===== src/rtl/keypad_pkg.sv =====
// Shared definitions for the 4x4 keypad scanner: matrix geometry, debounce
// state encoding and a population-count helper.
package keypad_pkg;

   localparam int unsigned NUM_ROWS = 4;
   localparam int unsigned NUM_COLS = 4;
   localparam int unsigned KEY_W    = NUM_ROWS * NUM_COLS;

   typedef enum logic [1:0] {
      IDLE,
      COUNT,
      ACCEPT
   } deb_state_t;

   function automatic logic [4:0] popcount16(input logic [KEY_W-1:0] v);
      logic [4:0] n;
      n = '0;
      for (int unsigned i = 0; i < KEY_W; i++) begin
         n = n + 5'(v[i]);
      end
      return n;
   endfunction

endpackage


===== src/rtl/keypad_scan_if.sv =====
// One-hot key interface: the scanner drives it (master); the downstream
// encoder reads it (slave).
interface keypad_scan_if;
   import keypad_pkg::*;

   logic [KEY_W-1:0] onehot;
   logic             key_valid;
   logic             key_pulse;

   modport master (output onehot, key_valid, key_pulse);
   modport slave  (input  onehot, key_valid, key_pulse);

endinterface


===== src/rtl/keypad_debounce.sv =====
// Debounces full-matrix snapshots: a snapshot is accepted after DEBOUNCE_SCANS
// identical consecutive snapshots, then filtered to single-key presses.
module keypad_debounce
   import keypad_pkg::*;
#(
   parameter int unsigned DEBOUNCE_SCANS = 3
) (
   input  logic             clk,
   input  logic             rst,
   input  logic [KEY_W-1:0] snap,
   input  logic             snap_done,
   keypad_scan_if.master    key
);

   localparam int unsigned     CNT_W    = $clog2(DEBOUNCE_SCANS + 1);
   localparam logic [CNT_W-1:0] CNT_LAST = CNT_W'(DEBOUNCE_SCANS - 1);

   deb_state_t       state, state_nx;
   logic [CNT_W-1:0] cnt, cnt_nx;
   logic [KEY_W-1:0] prev;
   logic [KEY_W-1:0] onehot_q, onehot_nx;
   logic             valid_q, pulse_q, pulse_nx;
   logic             match;

   assign match = (snap == prev);

   always_ff @(posedge clk or posedge rst) begin
      if (rst) state <= IDLE;
      else     state <= state_nx;
   end

   always_comb begin
      state_nx = state;
      cnt_nx   = cnt;
      unique case (state)
         IDLE: begin
            if (snap_done) begin
               if (match) begin
                  cnt_nx   = CNT_W'(1);
                  state_nx = (cnt_nx == CNT_LAST) ? ACCEPT : COUNT;
               end else begin
                  cnt_nx = '0;
               end
            end
         end
         COUNT: begin
            if (snap_done) begin
               if (match) begin
                  cnt_nx = cnt + 1'b1;
                  if (cnt_nx == CNT_LAST) state_nx = ACCEPT;
               end else begin
                  cnt_nx   = '0;
                  state_nx = IDLE;
               end
            end
         end
         ACCEPT: begin
            cnt_nx   = '0;
            state_nx = IDLE;
         end
         default: begin
            cnt_nx   = '0;
            state_nx = IDLE;
         end
      endcase
   end

   // prev holds the accepted snapshot during ACCEPT, independent of raw capture timing
   always_comb begin
      onehot_nx = onehot_q;
      pulse_nx  = 1'b0;
      if (state == ACCEPT) begin
         if (popcount16(prev) == 5'd1) begin
            onehot_nx = prev;
            pulse_nx  = (prev != onehot_q);
         end else if (popcount16(prev) == 5'd0) begin
            onehot_nx = '0;
         end
      end
   end

   always_ff @(posedge clk or posedge rst) begin
      if (rst) begin
         cnt      <= '0;
         prev     <= '0;
         onehot_q <= '0;
         valid_q  <= 1'b0;
         pulse_q  <= 1'b0;
      end else begin
         cnt      <= cnt_nx;
         if (snap_done) prev <= snap;
         onehot_q <= onehot_nx;
         valid_q  <= |onehot_nx;
         pulse_q  <= pulse_nx;
      end
   end

   assign key.onehot    = onehot_q;
   assign key.key_valid = valid_q;
   assign key.key_pulse = pulse_q;

endmodule


===== src/rtl/keypad_scan.sv =====
// 4x4 matrix keypad scanner: active-low column strobe, two-flop row
// synchroniser, raw snapshot capture, and debounce into a one-hot key vector.
module keypad_scan
   import keypad_pkg::*;
#(
   parameter int unsigned SCAN_DIV       = 4,
   parameter int unsigned DEBOUNCE_SCANS = 3
) (
   input  logic                clk,
   input  logic                rst,
   input  logic [NUM_ROWS-1:0] row_in,
   output logic [NUM_COLS-1:0] col_out,
   keypad_scan_if.master       key
);

   localparam int unsigned     DIV_W    = $clog2(SCAN_DIV);
   localparam logic [DIV_W-1:0] DIV_LAST = DIV_W'(SCAN_DIV - 1);

   logic [NUM_ROWS-1:0] sync1, sync2, rows_s;
   logic [DIV_W-1:0]    div;
   logic [1:0]          col;
   logic [KEY_W-1:0]    raw;
   logic                snap_done;

   assign rows_s = ~sync2;

   // Strobe for the next column is launched on the same edge that samples this one
   always_ff @(posedge clk or posedge rst) begin
      if (rst) begin
         sync1     <= '1;
         sync2     <= '1;
         div       <= '0;
         col       <= '0;
         col_out   <= 4'b1110;
         raw       <= '0;
         snap_done <= 1'b0;
      end else begin
         sync1     <= row_in;
         sync2     <= sync1;
         snap_done <= 1'b0;
         if (div == DIV_LAST) begin
            div                          <= '0;
            raw[col*NUM_ROWS +: NUM_ROWS] <= rows_s;
            col                          <= col + 1'b1;
            col_out                      <= ~(NUM_COLS'(1) << (col + 1'b1));
            snap_done                    <= (col == 2'(NUM_COLS - 1));
         end else begin
            div <= div + 1'b1;
         end
      end
   end

   keypad_debounce #(
      .DEBOUNCE_SCANS(DEBOUNCE_SCANS)
   ) u_debounce (
      .clk       (clk),
      .rst       (rst),
      .snap      (raw),
      .snap_done (snap_done),
      .key       (key)
   );

endmodule


===== src/flat_wrapper.sv =====
// flat-port wrapper written by rule: the top's interface ports become plain ports
module keypad_scan_flat import keypad_pkg::*;
#(
   parameter int unsigned SCAN_DIV       = 4,
   parameter int unsigned DEBOUNCE_SCANS = 3
)
  (clk, rst, row_in, col_out, key_onehot, key_key_valid, key_key_pulse);
  keypad_scan_if key_i ();
  input  logic clk;
  input  logic rst;
  input  logic [NUM_ROWS-1:0] row_in;
  output logic [NUM_COLS-1:0] col_out;
  output wire logic [$bits(key_i.onehot)-1:0] key_onehot;
  output wire logic [$bits(key_i.key_valid)-1:0] key_key_valid;
  output wire logic [$bits(key_i.key_pulse)-1:0] key_key_pulse;
  assign key_onehot = key_i.onehot;
  assign key_key_valid = key_i.key_valid;
  assign key_key_pulse = key_i.key_pulse;
  keypad_scan #(.SCAN_DIV(SCAN_DIV), .DEBOUNCE_SCANS(DEBOUNCE_SCANS)) u_core (.clk(clk), .rst(rst), .row_in(row_in), .col_out(col_out), .key(key_i));
endmodule

===== config.mk =====
export PLATFORM = sky130hd
export DESIGN_NAME = keypad_scan_flat
export DESIGN_NICKNAME = d
export VERILOG_FILES = /design/src/rtl/keypad_pkg.sv /design/src/rtl/keypad_scan_if.sv /design/src/rtl/keypad_debounce.sv /design/src/rtl/keypad_scan.sv /design/src/flat_wrapper.sv
export SDC_FILE = /design/constraint.sdc
export NUM_CORES = 1
export LEC_CHECK = 0
export ABC_AREA = 1
export BUFFER_PORTS_ARGS = -buffer_cell sky130_fd_sc_hd__buf_2
export CAP_MARGIN = 10
export CORE_AREA = 8 8 87 89
export CTS_CLUSTER_DIAMETER = 60
export DETAILED_ROUTE_END_ITERATION = 6
export DIE_AREA = 0 0 95 97
export PLACE_DENSITY = 0.78
export SYNTH_ARGS = -nofsm -noshare
export SYNTH_HDL_FRONTEND = slang
export SYNTH_SLANG_ARGS = --single-unit

===== constraint.sdc =====
create_clock -name clk -period 7.6 [get_ports clk]
set_clock_uncertainty 0.15 [all_clocks]
set_input_delay 1.52 -clock clk [delete_from_list [all_inputs] [get_ports clk]]
set_output_delay 1.52 -clock clk [all_outputs]
set_load 0.005 [all_outputs]

## Word-level counts from Yosys, hierarchy flattened

Index checks and enable logic that the tools add are counted.

| word-level totals | value |
|---|---|
| logic and storage cells | 73 |
| memory bits (writable) | 0 |
| memories | 0 |
| input bits | 6 |
| bits in latches | 0 |
| ROM bits | 0 |
| register bits | 71 |
| output and inout bits | 22 |

| operators by class | value |
|---|---|
| add/subtract/negate cells | 19 |
| bitwise gates (word level) | 2 |
| multipliers | 0 |
| reduce and logical (&&, ||, !) cells | 5 |
| mux-type cells | 19 |
| shift-type cells | 3 |
| equality and inequality tests | 12 |
| divide/modulo/power cells | 0 |
| magnitude comparators | 0 |

Operators with widths:

| operator | number |
|---|---|
| 5-bit by 1-bit adder with 5-bit output | 11 |
| 16-bit 2-to-1 mux | 3 |
| 4-bit negator with 34-bit output | 1 |
| 4-bit by 34-bit variable shift with 16-bit output (first input constant) | 1 |
| 4-bit by 34-bit variable part select with 16-bit output | 1 |
| 2-bit 2-to-1 mux | 9 |
| 16-bit bitwise mux | 1 |
| 16-bit == test | 1 |
| 16-bit inequality test | 1 |
| 16-bit OR reduction | 1 |
| 2-bit == test (second input constant) | 4 |
| 4-bit NOT | 2 |
| 2-bit case mux with 2 select lines | 2 |
| 2-bit by 1-bit adder with 2-bit output (second input constant) | 3 |
| 4-bit by 1-bit adder with 5-bit output | 1 |
| 5-bit by 1-bit == test with 1-bit output (second input constant) | 1 |
| 5-bit logical NOT | 1 |
| 3-bit by 1-bit adder with 4-bit output | 1 |
| 1-bit 2-to-1 mux | 4 |
| 2-bit by 1-bit inequality test with 1-bit output (second input constant) | 2 |
| 4-bit AND reduction | 1 |
| 1-bit by 2-bit << shifter with 4-bit output (first input constant) | 1 |
| 2-bit by 1-bit adder with 3-bit output | 1 |
| 3-bit inequality test (second input constant) | 1 |
| 5 further kinds | 5 |

## Longest topological paths before layout

| logic depth | value |
|---|---|
| depth after elaboration | 20 |
| depth in mapped cells | 22 |

## Cells and area by module

Synthesis repeated with hierarchy kept, for this count alone.

| unflattened totals | value |
|---|---|
| cell total of the unflattened synthesis | 462 |
| area total of the unflattened synthesis | 3,797.4 µm² |

By module, submodules not included:

| module | area each (µm²) | seq. area each (µm²) | cells an instance | instances |
|---|---|---|---|---|
| keypad_debounce | 2,466.1 | 950.9 | 326 | 1 |
| keypad_scan | 1,331.3 | 839.6 | 136 | 1 |

## Worst setup path before layout

Ideal clock, no wire load.

| timing | value |
|---|---|
| path kind | reg2reg |
| start | reg u_core.u_debounce.prev[5] |
| end | reg u_core.u_debounce.valid_q, in the netlist u_core.u_debounce.key.key_valid |
| data required time | 7,331 ps |
| stages on the path, launching flop included | 22 |
| path slack | 3,255 ps |
| arrival time | 4,077 ps |
| cells stage by stage | dfrtp_1 inv_1 fa_1 inv_1 fa_1 fa_1 inv_1 fa_1 inv_1 ha_1 fa_1 inv_1 nand2_1 nor2_8 nand2_4 buf_6 nand2_2 nand2_2 nor2_1 nand2_1 nor2_1 nand2_1 |

| on the way | value |
|---|---|
| cells in the longest elaborated chain, start to end | 16 |

RTL lines:

| element | RTL line | source |
|---|---|---|
| from (decl) | keypad_debounce.sv:20 | `logic [KEY_W-1:0] prev;` |
| from (signal assigned) | keypad_debounce.sv:91 | `if (snap_done) prev <= snap;` |
| 5-bit by 1-bit adder with 5-bit output (*) (11 in series) | keypad_pkg.sv:19 | `n = n + 5'(v[i]);` |
| 5-bit logical NOT | keypad_debounce.sv:76 | `end else if (popcount16(prev) == 5'd0) begin` |
| 16-bit 2-to-1 mux | keypad_debounce.sv:76 |  |
| 16-bit 2-to-1 mux (*) | keypad_debounce.sv:73 | `if (popcount16(prev) == 5'd1) begin` |
| 16-bit 2-to-1 mux (*) | keypad_debounce.sv:72 | `if (state == ACCEPT) begin` |
| via u_core.u_debounce.onehot_nx[9] | keypad_debounce.sv:21 | `logic [KEY_W-1:0] onehot_q, onehot_nx;` |
| 16-bit OR reduction (*) | keypad_debounce.sv:93 | `valid_q <= \|onehot_nx;` |
| to (signal assigned) | keypad_debounce.sv:93 |  |
| to (decl) | keypad_debounce.sv:22 | `logic valid_q, pulse_q, pulse_nx;` |

The timed path passes the listed nets; every way through them passes the cells marked *.
A chain may end at the register's enable or synchronous reset.

## Final worst setup path

Same ends and word-level chain as after synthesis.

==> metrics.txt <==
outcome complete, no violations; Post-synth top flop dfrtp_1; final setup TNS 0 ns; DRT Pass-1 Iters 4; Switching Share 30.8%; commonest non-fill, non-tap cell in the layout nand2_1; CP arrival 4.79 ns; Post-CTS Resized 0; vias in the first global route 2673; Syn Nets 427; top cells by area, synth dfrtp_1 42%, nand2_1 11%, dfstp_2 8.0%, fa_1 5.6%, inv_1 5.1%; WL per Instance 14.5 um; post-detail-place hpwl 5480 um; CP startpoint kind flop; syn avg cell area 9.04 um^2; Hold Fails Final Rpt 0; Routed WL 7370 um; largest net degree at the start of global routing 72; Psw 281 uW; critical path required time 7.70 ns; Pwr Density 227 mW/mm^2; Final period util 61.7%; gpl congestion 0.893; yosys warns 0; internal power 634 uW; total CTS buffers 9; First DRT Iteration DRCs 136; CTS clock-pin slew for the worst setup and hold paths 0.08 ns; drt drc 0; commonest cells after routing, fill and taps aside 107 x nand2_1, 60 x dfrtp_1, 48 x inv_1; grt total ovfl 0; worst reg2reg setup slack 2.91 ns; Syn Inst Count 399; Fin Hold WS 0.209 ns; DR vias/cell 5.32; setup violators final 0; Die H 97 um; HP Class flop to flop; initial antenna violation count 0; Post-synth EDFFs 0; Core Util, Final 64.9%; Metal-1 WL 3360 um; max_slew headroom 38.5%; fin nets 455; Reg power frac 44.0%; GRT Overall Usage 17.2%; most area-hungry cell type in the Yosys netlist dfrtp_1; Seq cells post-synth 71; Starting Density 58.1%; RSZ-0062 raised after global routing false; first-pass GRT wire length 12400 um; die area 0.00922 mm^2; Post-CTS Hold Buffers 0; Final Max Tran Viols 0; # port buffers 27; FFs w/ async S/R, synth 100%; clock buffer depth 2; ANT nets after route 0; row count 29; DR WL met2 3370 um; crit path kind flop to flop; fmax 0.213 GHz; ANT cells 0; max-cap violations 0; TritonCTS clock tree built; Synth-to-Final Area Change 11.6%; peak supply drop 0.000132 V; crit end category flop; Synth Cell Area 0.00361 mm^2; H-Tree Depth 3; Post-CTS Setup Bufs 0; Worst-Margin Slew 0.922 ns; routed via count 2706; post-synth top area share 41.6%; share of layout cells above drive strength 1 16.9%; CTS root buffer clkbuf_8; Leak 2.06 nW; # fillers 500; clk sinks 71; DR top layer met4; metal3 WL 466 um; Clock power frac 37.4%; Gate power share 18.5%; I/O pins 28; crit path time final 4.69 ns; Placeable Area 0.00620 mm^2; worst-skew pair later-pin latency 0.35 ns; CP max FO 17; Die W 95 um; Yosys cell types 31; post-synthesis sequential area ratio 49.7%
through the flow:
stage	instances	cell area (um^2)	setup WS, ns	total power, mW
final	509	4020	2.91	0.915
after global routing	509	4020	2.67	0.962
after CTS	509	4020	2.90	0.924
after detailed placement	493	3790	2.90	0.580
after global placement	493	3790	3.01	0.573
after floorplan	399	3610	3.25	0.549
worst paths after layout:
check,to,startpoint,cells after the start
min,u_core.sync2[1],u_core.sync1[1],0
min reg2reg,u_core.sync2[1],u_core.sync1[1],0
max reg2reg,u_core.u_debounce.key.key_valid,u_core.u_debounce.prev[5],20
max,u_core.u_debounce.key.key_valid,u_core.u_debounce.prev[5],20
min in group asynchronous,u_core.col[1],rst,3
max in group asynchronous,u_core.u_debounce.key.onehot[5],rst,3
synth_stat cells, types with 7 or more instances:
library cell  instances
clkbuf_1              8
nor2_1               35
xor2_1                7
inv_1                49
xnor2_1              13
o22ai_1               8
o21ai_0              20
dfstp_2              11
nand2_1             107
dfrtp_1              60
nand2_2              10
ha_1                 12
fa_1                 10
nand4_1              22
state kept, by name, indices dropped and copies added, names as in the netlist:
register	count
u_core.col	2
u_core.col_out	4
u_core.div	2
u_core.raw	16
u_core.snap_done	1
u_core.sync1	4
u_core.sync2	4
u_core.u_debounce.cnt	2
u_core.u_debounce.key.key_pulse	1
u_core.u_debounce.key.key_valid	1
u_core.u_debounce.key.onehot	16
u_core.u_debounce.prev	16
u_core.u_debounce.state	2
final cells by class:
type	count	area (um^2)	area share [%]
inverters	50	188	4.66
well taps	77	96.3	2.39
multi-input cells	267	1580	39.2
clock buffers	9	124	3.08
repair buffers	28	143	3.54
clock inverters	7	105	2.61
flip-flops and latches	71	1790	44.5
metal layers:
layer | GRT usage, % | vias to the layer above
met4 | 9.25 | 0
met5 | 0 | -
met2 | 26.3 | 91
met3 | 3.32 | 16
li1 | - | 1320
met1 | 22.2 | 1279
logic make-up (layout without fill, tap and decap cells):
group / Yosys count / count (layout) / synth area share [%]
simple gates: 187 / 187 / 22.8
flops: 71 / 71 / 49.7
buf+inv: 61 / 94 / 6.59
compound gates: 36 / 36 / 5.73
fa+ha+maj: 22 / 22 / 9.72
xor+xnor: 20 / 20 / 4.86
mux: 2 / 2 / 0.625
power by group through the flow:
stage	Clock, mW	Combinational [mW]	Sequential [mW]
final	0.342	0.170	0.403
after detailed placement	0	0.170	0.410
after floorplan	0	0.143	0.406
after global placement	0	0.164	0.410
after global routing	0.365	0.193	0.405
after CTS	0.350	0.171	0.403
worst max-delay path, stage by stage, from the launching register on:
cell,delay (ns)
dfrtp_1,0.43
inv_1,0.10
fa_1,0.54
inv_1,0.05
fa_1,0.45
fa_1,0.52
inv_1,0.05
fa_1,0.47
inv_1,0.04
ha_1,0.20
fa_1,0.43
inv_1,0.06
nand2_1,0.12
nor2_8,0.26
nand2_4,0.18
nand2_1,0.10
nand2_1,0.07
nor2_1,0.12
nand2_1,0.09
nor2_1,0.10
nand2_1,0.06
Note: power is estimated with default switching activity, not from simulation.
